### src/rtl/ifu_ctrl_pkg.sv
// Shared fetch-stage constants, FSM encoding and the IF/ID payload type.
package ifu_ctrl_pkg;

    localparam logic [31:0] DEF_PC_BASE   = 32'h0000_3000;
    localparam int unsigned DEF_IM_AW     = 10;
    localparam logic [31:0] DEF_NOP_INSTR = 32'h0000_0000;

    typedef enum logic [1:0] {
        ST_BOOT = 2'd0,
        ST_RUN  = 2'd1,
        ST_HALT = 2'd2
    } ifu_state_e;

    typedef struct packed {
        logic [31:0] instr;
        logic [31:0] pc;
        logic [31:0] pc8;
        logic        fault;
    } ifid_t;

endpackage

### src/rtl/ifu_ctrl_if.sv
// Fetch-controller bundle: D-stage controls/redirects, instruction memory and IF/ID outputs.
interface ifu_ctrl_if #(
    parameter int unsigned IM_AW = 10
);
    logic             stall;
    logic             flush;
    logic             halt_req;
    logic             br_taken;
    logic [31:0]      br_target;
    logic             j_en;
    logic [31:0]      j_target;
    logic             jr_en;
    logic [31:0]      jr_target;
    logic [IM_AW-1:0] im_addr;
    logic [31:0]      im_dout;
    logic [31:0]      pc_f;
    logic [31:0]      instr_d;
    logic [31:0]      pc_d;
    logic [31:0]      pc8_d;
    logic             fault_d;
    logic             halted;
    logic [31:0]      fetch_cnt;

    // Fetch controller side
    modport master (
        input  stall, flush, halt_req,
        input  br_taken, br_target, j_en, j_target, jr_en, jr_target,
        input  im_dout,
        output im_addr, pc_f, instr_d, pc_d, pc8_d, fault_d, halted, fetch_cnt
    );

    // Pipeline / memory side
    modport slave (
        output stall, flush, halt_req,
        output br_taken, br_target, j_en, j_target, jr_en, jr_target,
        output im_dout,
        input  im_addr, pc_f, instr_d, pc_d, pc8_d, fault_d, halted, fetch_cnt
    );

endinterface

### src/rtl/ifu_ctrl_npc_sel.sv
// Next-PC priority mux: jr over j over taken branch over sequential.
module ifu_ctrl_npc_sel (
    input  logic [31:0] pc,
    input  logic        jr_en,
    input  logic [31:0] jr_target,
    input  logic        j_en,
    input  logic [31:0] j_target,
    input  logic        br_taken,
    input  logic [31:0] br_target,
    output logic [31:0] npc_c
);

    // First matching redirect wins; sequential wraps modulo 2^32
    always_comb begin
        npc_c = pc + 32'd4;
        if (jr_en) begin
            npc_c = jr_target;
        end else if (j_en) begin
            npc_c = j_target;
        end else if (br_taken) begin
            npc_c = br_target;
        end
    end

endmodule

### src/rtl/ifu_ctrl.sv
// Instruction-fetch controller: F-stage PC, next-PC selection, IF/ID register and fetch FSM.
module ifu_ctrl
    import ifu_ctrl_pkg::*;
#(
    parameter logic [31:0] PC_BASE   = DEF_PC_BASE,
    parameter int unsigned IM_AW     = DEF_IM_AW,
    parameter logic [31:0] NOP_INSTR = DEF_NOP_INSTR
) (
    input  logic        clk,
    input  logic        reset,
    ifu_ctrl_if.master  bus
);

    // One past the last byte covered by instruction memory (33 bits so it cannot wrap)
    localparam logic [32:0] IM_END = {1'b0, PC_BASE} + (33'd1 << (IM_AW + 2));

    ifu_state_e  state_q;
    logic [31:0] pc_q;
    ifid_t       ifid_q;
    logic [31:0] cnt_q;
    logic        halted_q;

    logic [31:0] npc_c;
    logic [31:0] pc_off_c;
    logic        fault_f_c;

    ifu_ctrl_npc_sel u_npc_sel (
        .pc        (pc_q),
        .jr_en     (bus.jr_en),
        .jr_target (bus.jr_target),
        .j_en      (bus.j_en),
        .j_target  (bus.j_target),
        .br_taken  (bus.br_taken),
        .br_target (bus.br_target),
        .npc_c     (npc_c)
    );

    // Word address into instruction memory and fetch-fault detection for the current PC
    always_comb begin
        pc_off_c  = pc_q - PC_BASE;
        fault_f_c = (pc_q[1:0] != 2'b00) || (pc_q < PC_BASE) || ({1'b0, pc_q} >= IM_END);
    end

    assign bus.im_addr   = IM_AW'(pc_off_c >> 2);
    assign bus.pc_f      = pc_q;
    assign bus.instr_d   = ifid_q.instr;
    assign bus.pc_d      = ifid_q.pc;
    assign bus.pc8_d     = ifid_q.pc8;
    assign bus.fault_d   = ifid_q.fault;
    assign bus.halted    = halted_q;
    assign bus.fetch_cnt = cnt_q;

    // Fetch FSM with PC, IF/ID and accepted-instruction counter
    always_ff @(posedge clk) begin
        if (reset) begin
            state_q  <= ST_BOOT;
            pc_q     <= PC_BASE;
            ifid_q   <= '{instr: NOP_INSTR, pc: PC_BASE, pc8: PC_BASE + 32'd8, fault: 1'b0};
            cnt_q    <= 32'd0;
            halted_q <= 1'b0;
        end else begin
            case (state_q)
                ST_BOOT: begin
                    state_q <= ST_RUN;
                end
                ST_RUN: begin
                    if (bus.halt_req) begin
                        state_q  <= ST_HALT;
                        halted_q <= 1'b1;
                    end
                    if (bus.stall) begin
                        // PC frozen; redirects are re-presented once the stall clears
                        if (bus.flush) begin
                            ifid_q.instr <= NOP_INSTR;
                            ifid_q.fault <= 1'b0;
                        end
                    end else if (bus.flush) begin
                        pc_q         <= npc_c;
                        ifid_q.instr <= NOP_INSTR;
                        ifid_q.fault <= 1'b0;
                    end else if (fault_f_c) begin
                        // Faulting PC is recorded in pc_d so the handler can see it
                        ifid_q   <= '{instr: NOP_INSTR, pc: pc_q, pc8: pc_q + 32'd8, fault: 1'b1};
                        state_q  <= ST_HALT;
                        halted_q <= 1'b1;
                    end else begin
                        pc_q   <= npc_c;
                        ifid_q <= '{instr: bus.im_dout, pc: pc_q, pc8: pc_q + 32'd8, fault: 1'b0};
                        cnt_q  <= cnt_q + 32'd1;
                    end
                end
                default: begin
                    // HALT (and any unused encoding): everything frozen until reset
                end
            endcase
        end
    end

endmodule

### src/flat_wrapper.sv
// flat-port wrapper written by rule: the top's interface ports become plain ports
module ifu_ctrl_flat import ifu_ctrl_pkg::*;
#(
    parameter logic [31:0] PC_BASE   = DEF_PC_BASE,
    parameter int unsigned IM_AW     = DEF_IM_AW,
    parameter logic [31:0] NOP_INSTR = DEF_NOP_INSTR
)
  (clk, reset, bus_stall, bus_flush, bus_halt_req, bus_br_taken, bus_br_target, bus_j_en, bus_j_target, bus_jr_en, bus_jr_target, bus_im_dout, bus_im_addr, bus_pc_f, bus_instr_d, bus_pc_d, bus_pc8_d, bus_fault_d, bus_halted, bus_fetch_cnt);
  ifu_ctrl_if #(.IM_AW(IM_AW)) bus_i ();
  input  logic clk;
  input  logic reset;
  input wire logic [$bits(bus_i.stall)-1:0] bus_stall;
  input wire logic [$bits(bus_i.flush)-1:0] bus_flush;
  input wire logic [$bits(bus_i.halt_req)-1:0] bus_halt_req;
  input wire logic [$bits(bus_i.br_taken)-1:0] bus_br_taken;
  input wire logic [$bits(bus_i.br_target)-1:0] bus_br_target;
  input wire logic [$bits(bus_i.j_en)-1:0] bus_j_en;
  input wire logic [$bits(bus_i.j_target)-1:0] bus_j_target;
  input wire logic [$bits(bus_i.jr_en)-1:0] bus_jr_en;
  input wire logic [$bits(bus_i.jr_target)-1:0] bus_jr_target;
  input wire logic [$bits(bus_i.im_dout)-1:0] bus_im_dout;
  output wire logic [$bits(bus_i.im_addr)-1:0] bus_im_addr;
  output wire logic [$bits(bus_i.pc_f)-1:0] bus_pc_f;
  output wire logic [$bits(bus_i.instr_d)-1:0] bus_instr_d;
  output wire logic [$bits(bus_i.pc_d)-1:0] bus_pc_d;
  output wire logic [$bits(bus_i.pc8_d)-1:0] bus_pc8_d;
  output wire logic [$bits(bus_i.fault_d)-1:0] bus_fault_d;
  output wire logic [$bits(bus_i.halted)-1:0] bus_halted;
  output wire logic [$bits(bus_i.fetch_cnt)-1:0] bus_fetch_cnt;
  assign bus_i.stall = bus_stall;
  assign bus_i.flush = bus_flush;
  assign bus_i.halt_req = bus_halt_req;
  assign bus_i.br_taken = bus_br_taken;
  assign bus_i.br_target = bus_br_target;
  assign bus_i.j_en = bus_j_en;
  assign bus_i.j_target = bus_j_target;
  assign bus_i.jr_en = bus_jr_en;
  assign bus_i.jr_target = bus_jr_target;
  assign bus_i.im_dout = bus_im_dout;
  assign bus_im_addr = bus_i.im_addr;
  assign bus_pc_f = bus_i.pc_f;
  assign bus_instr_d = bus_i.instr_d;
  assign bus_pc_d = bus_i.pc_d;
  assign bus_pc8_d = bus_i.pc8_d;
  assign bus_fault_d = bus_i.fault_d;
  assign bus_halted = bus_i.halted;
  assign bus_fetch_cnt = bus_i.fetch_cnt;
  ifu_ctrl #(.PC_BASE(PC_BASE), .IM_AW(IM_AW), .NOP_INSTR(NOP_INSTR)) u_core (.clk(clk), .reset(reset), .bus(bus_i));
endmodule
### config.mk
export PLATFORM = sky130hd
export DESIGN_NAME = ifu_ctrl_flat
export DESIGN_NICKNAME = d
export VERILOG_FILES = /design/src/rtl/ifu_ctrl_pkg.sv /design/src/rtl/ifu_ctrl_if.sv /design/src/rtl/ifu_ctrl_npc_sel.sv /design/src/rtl/ifu_ctrl.sv /design/src/flat_wrapper.sv
export SDC_FILE = /design/constraint.sdc
export NUM_CORES = 1
export LEC_CHECK = 0
export ABC_AREA = 1
export CORE_MARGIN = 2
export CORE_UTILIZATION = 40
export CTS_BUF_LIST = sky130_fd_sc_hd__clkbuf_16
export CTS_CLUSTER_DIAMETER = 150
export CTS_CLUSTER_SIZE = 24
export DETAILED_ROUTE_END_ITERATION = 8
export GPL_TIMING_DRIVEN = 0
export PLACE_DENSITY_LB_ADDON = 0.12
export SYNTH_ARGS = -nofsm -noshare
export SYNTH_HDL_FRONTEND = slang
export SYNTH_HIERARCHICAL = 1
export SYNTH_SLANG_ARGS = --single-unit
### constraint.sdc
create_clock -name clk -period 2.2 [get_ports clk]
set_input_delay 0.44 -clock clk [delete_from_list [all_inputs] [get_ports clk]]
set_output_delay 0.44 -clock clk [all_outputs]
set_load 0.02 [all_outputs]
After elaboration in Yosys (flattened, before gate mapping)
Index checks and enable logic that the tools add are counted.
{"block": "totals", "register_bits": 164, "inputBits": 136, "out_inout_bits": 172}
{"block": "classes", "add_sub_neg": 4, "order_cmp": 2, "eq_ne": 3, "n_mux": 21, "n_bitwise": 3, "n_reduce_logical": 9}
{"op": "$mux 32", "n": 8}
{"op": "$mux 97", "n": 1}
{"op": "$add 32x1->32 const B", "n": 1}
{"op": "$add 32x3->32 const B", "n": 1}
{"op": "$add 32x4->32 const B", "n": 1}
{"op": "$ge 32x15->1 const B", "n": 1}
{"op": "$lt 32x14->1 const B", "n": 1}
{"op": "$sub 12x1->12 const B", "n": 1}
{"op": "$mux 2", "n": 4}
{"op": "$mux 1", "n": 7}
{"op": "$reduce_and 3->1", "n": 2}
{"op": "$pmux 2 s2", "n": 1}
{"op": "$reduce_and 4->1", "n": 1}
{"op": "$reduce_bool 2->1", "n": 2}
{"op": "$not 1->1", "n": 3}
{"op": "$eq 2x1->1 const B", "n": 1}
{"op": "$logic_not 2->1", "n": 1}
{"op": "$logic_or 1x1->1", "n": 2}
{"op": "$ne 2x1->1 const B", "n": 1}
{"op": "$ne 2x2->1 const B", "n": 1}
{"op": "$reduce_and 2->1", "n": 1}

Logic depth before layout (Yosys ltp)
Gate-level depths: netlist of the first run.
{"block": "depth", "word_depth": 7, "mapped_depth": 13, "mapped_depth_nobuf": 13}

Hierarchy
The synthesis of the first run kept the hierarchy.
{"mod": "ifu_ctrl", "instances": 1, "cells_per_inst": 1099, "area_per_inst_um2": 7363.3, "seq_area_each_um2": 3223.1}
{"mod": "ifu_ctrl_npc_sel", "instances": 1, "cells_per_inst": 425, "area_per_inst_um2": 1924.3, "seq_area_each_um2": 0.0}

Worst setup path before layout of the first run
Ideal clock, no wire load.
{"block": "synth_timing", "kind": "register to register", "startpoint": "register u_core.pc_q[3], in the netlist u_core/bus.pc_f[3]", "endpoint": "register u_core.pc_q[28], in the netlist u_core/bus.pc_f[28]", "t_arrival_ps": 1792, "required_time_ps": 2130, "path_slack_ps": 338, "path_stages_with_launch": 12, "path_cell_list": "dfxtp_1 -> ha_1 -> nand2_1 -> nor2_4 -> nand2_4 -> nor2_4 -> nand3_1 -> nand3_1 -> nand2_1 -> a21oi_2 -> nand3_1 -> a21oi_1"}
{"block": "synth_via", "elab_chain_len": 6, "word_cells_on_any_way": 12}
{"item": "from (decl)", "line_no": "ifu_ctrl.sv:18", "text": "logic [31:0] pc_q;"}
{"item": "from (signal assigned)", "line_no": "ifu_ctrl.sv:78", "text": "pc_q <= npc_c;"}
{"item": "from (signal assigned)", "line_no": "ifu_ctrl.sv:87", "text": "pc_q <= npc_c;"}
{"item": "$add 32x3->32 *", "line_no": "ifu_ctrl_npc_sel.sv:15", "text": "npc_c = pc + 32'd4;"}
{"item": "$mux 32 *", "line_no": "ifu_ctrl_npc_sel.sv:20", "text": "end else if (br_taken) begin"}
{"item": "$mux 32 *", "line_no": "ifu_ctrl_npc_sel.sv:18", "text": "end else if (j_en) begin"}
{"item": "$mux 32 *", "line_no": "ifu_ctrl_npc_sel.sv:16", "text": "if (jr_en) begin"}
{"item": "via u_core.npc_c[28]", "line_no": "ifu_ctrl.sv:23", "text": "logic [31:0] npc_c;"}
{"item": "$mux 32", "line_no": "ifu_ctrl.sv:81", "text": "end else if (fault_f_c) begin"}
{"item": "$mux 32 *", "line_no": "ifu_ctrl.sv:77", "text": "end else if (bus.flush) begin"}
The timed path passes the listed nets; every way through them passes the cells marked *. The select of a mux whose other input is x is not followed.
A chain may end at the register's enable or synchronous reset.

Worst setup path in the final report of the first run
{"block": "layout_timing", "startpoint": "register u_core.pc_q[5], in the netlist u_core/bus.pc_f[5]", "endpoint": "output port bus_pc_f[5]"}
{"item": "to (decl)", "line_no": "flat_wrapper.sv:23", "text": "output wire logic [$bits(bus_i.pc_f)-1:0] bus_pc_f;"}
No word-level cell between the ends.

==> results of run 1 <==
==> cells in the mapped netlist <==
master	n	area, sq um
nand2_1	480	1800
nor2_1	276	1040
a21oi_1	161	806
dfxtp_1	161	3220
nand3_1	130	651
inv_1	85	319
clkbuf_1	45	169
o21ai_0	42	210
xor2_1	21	184
buf_2	19	95.1
buf_4	15	113
a211oi_1	11	82.6
nor2_2	10	62.6
nor2_4	10	113
nor3_1	9	45.0
xnor2_1	8	70.1
nand4_1	7	43.8
buf_6	5	56.3
o211ai_1	5	37.5
inv_2	4	15.0
ha_1	3	37.5
nand2_2	3	18.8
nand3b_1	3	22.5
o21ai_1	3	15.0
a21oi_2	2	17.5
nand2_4	2	22.5
a21o_1	1	7.51
and2_1	1	6.26
buf_1	1	3.75
clkinv_1	1	3.75
==> routing by layer <==
metal | up-vias | track usage
met3 | 50 | 0.0615
met4 | 0 | 0.0974
met5 | - | 0
li1 | 5527 | -
met1 | 4980 | 0.388
met2 | 481 | 0.465
==> state kept, by name, indices dropped and copies added (netlist names) <==
name	count
u_core/bus.fault_d	1
u_core/bus.fetch_cnt	32
u_core/bus.halted	1
u_core/bus.instr_d	32
u_core/bus.pc8_d	29
u_core/bus.pc_d	32
u_core/bus.pc_f	32
u_core/state_q	2
==> cell families after synthesis <==
family,Yosys count,synth area share
buf+inv,175,0.0834
flops,161,0.347
compound gates,225,0.127
xor+xnor,29,0.0273
simple gates,931,0.412
fa+ha+maj,3,0.00404
==> cell type report <==
cell class	instances	area, sq um
antenna	1	2.50
inverter	90	338
timing repair buffer	309	3100
multi-input combinational	1188	5300
fill	2295	9330
clock buffer	17	425
tap	285	357
sequential	161	3270
clock inverter	15	155
buffer	85	437
==> final timing paths <==
| kind | start | to | slack (ps) |
|---|---|---|---|
| min reg2reg | u_core/bus.instr_d[18] | u_core/bus.instr_d[18] | 460 |
| max | u_core/bus.pc_f[5] | bus_pc_f[5] | 50 |
| min | u_core/bus.instr_d[18] | u_core/bus.instr_d[18] | 460 |
| max reg2reg | u_core/bus.pc_f[15] | u_core/bus.pc_f[28] | 130 |
==> worst max-delay path: cells and delay by family, from the launching register on <==
kind,cells,cell delay [ps]
buf+inv,2,760
flops,1,520
==> what timing repair did <==
action	in CTS	in global routing
hold buffers	0	0
pin swaps	0	1
resized for setup	23	14
endpoints found under the setup margin	76	44
hold endpoints to repair	0	0
setup buffers	0	4
==> metrics by stage <==
stage	total power, mW	utilization	cells	hold slack, ps	TNS, ps
after floorplan	4.17	-	1524	490	0
after global placement	5.04	0.559	2114	451	-4140
after detailed placement	5.05	0.559	2114	455	-4780
after CTS	8.01	0.586	2146	467	0
after global routing	8.33	0.589	2150	482	0
final	8.00	0.589	2151	464	0
==> cells in the final DEF, fill, tap and decap left out, types with 8 or more instances in the layout <==
| master | netlist | layout |
|---|---|---|
| nand2_1 | 480 | 479 |
| clkdlybuf4s50_1 | 0 | 305 |
| nor2_1 | 276 | 275 |
| a21oi_1 | 161 | 161 |
| dfxtp_1 | 161 | 133 |
| nand3_1 | 130 | 130 |
| inv_1 | 85 | 85 |
| clkbuf_1 | 45 | 45 |
| o21ai_0 | 42 | 42 |
| dfxtp_2 | 0 | 23 |
| xor2_1 | 21 | 21 |
| buf_2 | 19 | 19 |
| buf_4 | 15 | 18 |
| clkbuf_16 | 0 | 17 |
| a211oi_1 | 11 | 11 |
| nor2_2 | 10 | 11 |
| nor2_4 | 10 | 10 |
| nor3_1 | 9 | 9 |
| xnor2_1 | 8 | 8 |
==> power groups by stage <==
stage               Sequential (mW)  Combinational [mW]  Clock [mW]
detailed placement             3.34                1.71           0
global placement               3.34                1.70           0
global route                   3.31                1.89        3.14
CTS                            3.28                1.72        3.01
finish                         3.29                1.75        2.96
floorplan                      3.41               0.766           0
==> qor.txt, run 1 <==
Mean Syn Cell Area -> 6.09 sq um
Leakage -> 4.87 nW
DR WL/cell -> 16.6 um
VDD IR-drop max -> 551 uV
number of buffers created by CTS -> 17
Sw Share -> 0.332
Max Cap Viol -> 0
Final Skew -> 16.8 ps
Net Switching -> 2.65 mW
1st-iter DRT viols -> 925
sequential fraction of design power -> 0.411
TritonCTS clock tree -> yes
worst skew pair latency -> 440 ps
Clock Power Share -> 0.371
Cell variety after synth -> 30
pre-CTS WS -> -172 ps
measured slew at the worst slew-check pin -> 730 ps
cell-internal power -> 5.35 mW
area grow syn2layout -> 44.1%
DR WL met3 -> 2.71 mm
Worst Setup End Kind -> output pin
M1 wire length -> 16.1 mm
Clock Sinks -> 161
Yosys warning total -> 6
CTS Buffer Depth -> 2
Setup CP Type -> register to output pin
total congestion overflow -> 0
die width -> 156 um
Final Net Count -> 1,991
WL final -> 35.7 mm
PortBufs -> 305
DRC Markers -> 0
Slew Viols, Final -> 0
Initial Utilization -> 0.409
post-route clock period utilization -> 0.975
crit-path cells -> buf_4, clkdlybuf4s50_1
layout cells sized above 1 -> 0.0740
CP arrival -> 1710 ps
wire length on met2 -> 16.1 mm
DR pass1 iterations -> 5
worst hold stages -> 2
RSZ-0062 raised after global routing -> no
first-pass GRT wire length -> 55.6 mm
DP HPWL -> 27.4 mm
Final Hold Vio Count -> 0
DRT antenna net count -> 0
Slew headroom -> 0.513
GRT Util Overall -> 0.290
Die Area -> 0.0245 sq mm
area of the mapped netlist -> 0.00929 sq mm
status -> complete, no violations
worst hold path type -> register to register
f_max -> 466 MHz
GPL Wtd Cong -> 0.916
largest net degree at the start of global routing -> 19
vias in the first global route -> 10,400
final setup fails -> 0
Synth Instances -> 1,524
routed vias -> 11,000
Seq/Total Area, Yosys -> 0.347
placed cell areas -> 0.0127 sq mm
startpoint types -> register
post-synthesis register bit count -> 161
post-route design area -> 0.0134 sq mm
Reg2Reg Depth -> 10
worst path required time -> 1760 ps
PD cells -> 598 mW/mm^2
Mapped Nets -> 1,663
routed vias/inst -> 5.13
Logic pwr share -> 0.219
Largest stage delay, worst path -> 590 ps
highest net fanout along the worst path -> 10
total number of H-tree levels -> 4
row count -> 55
Die H -> 156 um
core box area -> 0.0227 sq mm
fin crit period -> 2150 ps
clock root buffer -> clkbuf_16
Reg clk slew, reported paths -> 80 ps
fin worst setup slack -> 54.1 ps
Top-Level Pins -> 308
top routing layer in use -> met4
initial antenna violation count -> 0
Worst path slowest cell -> clkdlybuf4s50_1
Power figures use the tool's default switching activity.
==> inputs of run 2 (changes only) <==
--- a/config.mk
+++ b/config.mk
@@ -9,11 +9,12 @@
 export CORE_MARGIN = 2
 export CORE_UTILIZATION = 40
 export CTS_BUF_LIST = sky130_fd_sc_hd__clkbuf_16
-export CTS_CLUSTER_DIAMETER = 150
+export CTS_CLUSTER_DIAMETER = 120
 export CTS_CLUSTER_SIZE = 24
 export DETAILED_ROUTE_END_ITERATION = 8
 export GPL_TIMING_DRIVEN = 0
 export PLACE_DENSITY_LB_ADDON = 0.12
+export SKIP_LAST_GASP = 1
 export SYNTH_ARGS = -nofsm -noshare
 export SYNTH_HDL_FRONTEND = slang
 export SYNTH_HIERARCHICAL = 1
==> constraint.sdc (replaced) <==
create_clock -name clk -period 2.4 [get_ports clk]
set_input_delay 0.48 -clock clk [delete_from_list [all_inputs] [get_ports clk]]
set_output_delay 0.48 -clock clk [all_outputs]
set_load 0.02 [all_outputs]
==> run 2 against run 1 <==
  * Via count unchanged
  * Global-route usage unchanged
  * Highest routed layer unchanged
  * Worst hold slack about the same
  * Critical path type unchanged
  * Design area decreased by 0.63%
  * Cell count decreased by 0.19%
  * Largest power group unchanged
  * Setup slack improved by 28 ps
  * First-iteration DRC count decreased by 0.54%
==> qor.txt, run 2 (synthesis results as in run 1) <==
Fill cells -> 2,304 (+0.39%)
Logic pwr share -> 0.217 (-0.002)
Final Net Count -> 1,987 (-0.20%)
fin worst setup slack -> 81.8 ps (+27.7 ps)
DP HPWL -> 27.4 mm (unchanged)
vias in the first global route -> 10,400 (+0.068%)
worst path required time -> 1920 ps (+160 ps)
Initial Utilization -> 0.409 (unchanged)
most frequent cells in the layout -> nand2_1 (480), clkdlybuf4s50_1 (305), nor2_1 (276)
final setup fails -> 0 (unchanged)
Largest stage delay, worst path -> 730 ps (+140 ps)
Leakage -> 4.85 nW (-0.56%)
Worst path slowest cell -> clkdlybuf4s50_1
Slew Viols, Final -> 0 (unchanged)
hold buffers post-CTS -> 0 (unchanged)
GPL Wtd Cong -> 0.916 (unchanged)
sequential fraction of design power -> 0.412 (about the same)
Reg clk slew, reported paths -> 80 ps (about the same)
crit-path cells -> clkdlybuf4s50_1
RSZ-0062 raised after global routing -> no
PortBufs -> 305 (unchanged)
row count -> 55 (unchanged)
Top-Level Pins -> 308 (unchanged)
measured slew at the worst slew-check pin -> 757 ps (+26.6 ps)
Clock Power Share -> 0.371 (about the same)
VDD IR-drop max -> 501 uV (-9.0%)
routed vias -> 11,000 (unchanged)
Final Skew -> 16.5 ps (-0.305 ps)
total congestion overflow -> 0 (unchanged)
PD cells -> 550 mW/mm^2 (-8.0%)
critical path's top delay family -> buffers and inverters
Die H -> 156 um (unchanged)
DR WL/cell -> 16.6 um (about the same)
clock root buffer -> clkbuf_16
number of buffers created by CTS -> 17 (unchanged)
Setup CP Type -> register to output pin
Clock Sinks -> 161 (unchanged)
layout cells sized above 1 -> 0.0618 (-0.0122)
worst hold slack -> 464 ps (+0.0320 ps)
initial antenna violation count -> 0 (unchanged)
Total Power -> 7.32 mW (-8.5%)
commonest non-fill, non-tap cell in the layout -> nand2_1
largest net degree at the start of global routing -> 19 (unchanged)
GRT Util Overall -> 0.290 (unchanged)
cell-internal power -> 4.89 mW (-8.5%)
Net Switching -> 2.43 mW (-8.5%)
total number of H-tree levels -> 4 (unchanged)
core box area -> 0.0227 sq mm (unchanged)
Die Area -> 0.0245 sq mm (unchanged)
highest net fanout along the worst path -> 11 (+1)
Worst Path Buf+Inv -> 1 (-1)
WL final -> 35.6 mm (-0.26%)
status -> complete, no violations
DRC Markers -> 0 (unchanged)
Final Hold Vio Count -> 0 (unchanged)
CTS Buffer Depth -> 2 (unchanged)
fin crit period -> 2320 ps
placed cell areas -> 0.0127 sq mm (unchanged)
Max Cap Viol -> 0 (unchanged)
1st-iter DRT viols -> 920 (-0.54%)
area grow syn2layout -> 43.2%
CP arrival -> 1840 ps (+130 ps)
pre-CTS WS -> -11.8 ps (+160 ps)
Slew headroom -> 0.495 (-0.0177)
routed vias/inst -> 5.14 (+0.19%)
Worst Setup End Kind -> output pin
startpoint types -> register
die width -> 156 um (unchanged)
post-route clock period utilization -> 0.966
TritonCTS clock tree -> yes
first-pass GRT wire length -> 55.6 mm (about the same)
f_max -> 431 MHz
final cell count without fillers -> 2,147 (-0.19%)
Sw Share -> 0.332 (about the same)
worst skew pair latency -> 440 ps (about the same)
DR pass1 iterations -> 8 (+3)
worst hold path type -> register to register
Final Util -> 0.586 (-0.00369)
post-route design area -> 0.0133 sq mm (-0.63%)
Sum Neg Setup Slack -> 0 ps (unchanged)
dpl cells -> 2,114 (unchanged)
DRT antenna net count -> 0 (unchanged)
[run 2: per-layer routing]
layer	global-route usage	wire length, um	part of all wire	up-vias
li1	-	-	-	5522
met4	0.0974	780	0.022	0
met5	0	0	0	-
met3	0.0604	2870	0.081	46
met1	0.389	15900	0.45	5002
met2	0.465	16000	0.45	468
[run 2: layout make-up]
class,count,area [sq um],area share
well taps,285,357,0.0268
clock inverters,15,155,0.0117
repair buffers,305,3050,0.230
inverters,90,338,0.0254
diodes,1,2.50,0.000188
clock buffers,17,425,0.0320
plain buffers,85,437,0.0328
flip-flops and latches,161,3240,0.244
multi-input cells,1188,5290,0.398
[run 2: worst paths after layout]
kind	slack [ps]	end	cells past startpoint	from
max	80	bus_pc_f[15]	1	u_core/bus.pc_f[15]
min	460	u_core/bus.instr_d[18]	2	u_core/bus.instr_d[18]
max reg2reg	140	u_core/bus.pc_f[28]	10	u_core/bus.pc_f[15]
min reg2reg	460	u_core/bus.instr_d[18]	2	u_core/bus.instr_d[18]
[run 2: power groups by stage]
stage / clock [mW] / sequential, mW / combinational [mW]
6_report: 2.72 / 3.01 / 1.59
5_1_grt: 2.87 / 3.03 / 1.71
4_1_cts: 2.76 / 3.00 / 1.58
3_5_place_dp: 0 / 3.06 / 1.57
3_3_place_gp: 0 / 3.06 / 1.56
2_1_floorplan: 0 / 3.12 / 0.702
[run 2: what timing repair did]
| item | in CTS | in global routing |
|---|---|---|
| setup buffers | 0 | 0 |
| endpoints found under the hold margin | 0 | 0 |
| setup endpoints to repair | 2 | 69 |
| gates resized for setup | 2 | 11 |
==> inputs of run 3 (changes only) <==
--- a/config.mk
+++ b/config.mk
@@ -14,6 +14,7 @@
 export DETAILED_ROUTE_END_ITERATION = 8
 export GPL_TIMING_DRIVEN = 0
 export PLACE_DENSITY_LB_ADDON = 0.12
+export SKIP_CTS_REPAIR_TIMING = 1
 export SKIP_LAST_GASP = 1
 export SYNTH_ARGS = -nofsm -noshare
 export SYNTH_HDL_FRONTEND = slang
==> results of run 3 <==
Same layout as run 2: the final DEF is identical, and so are final timing and power.
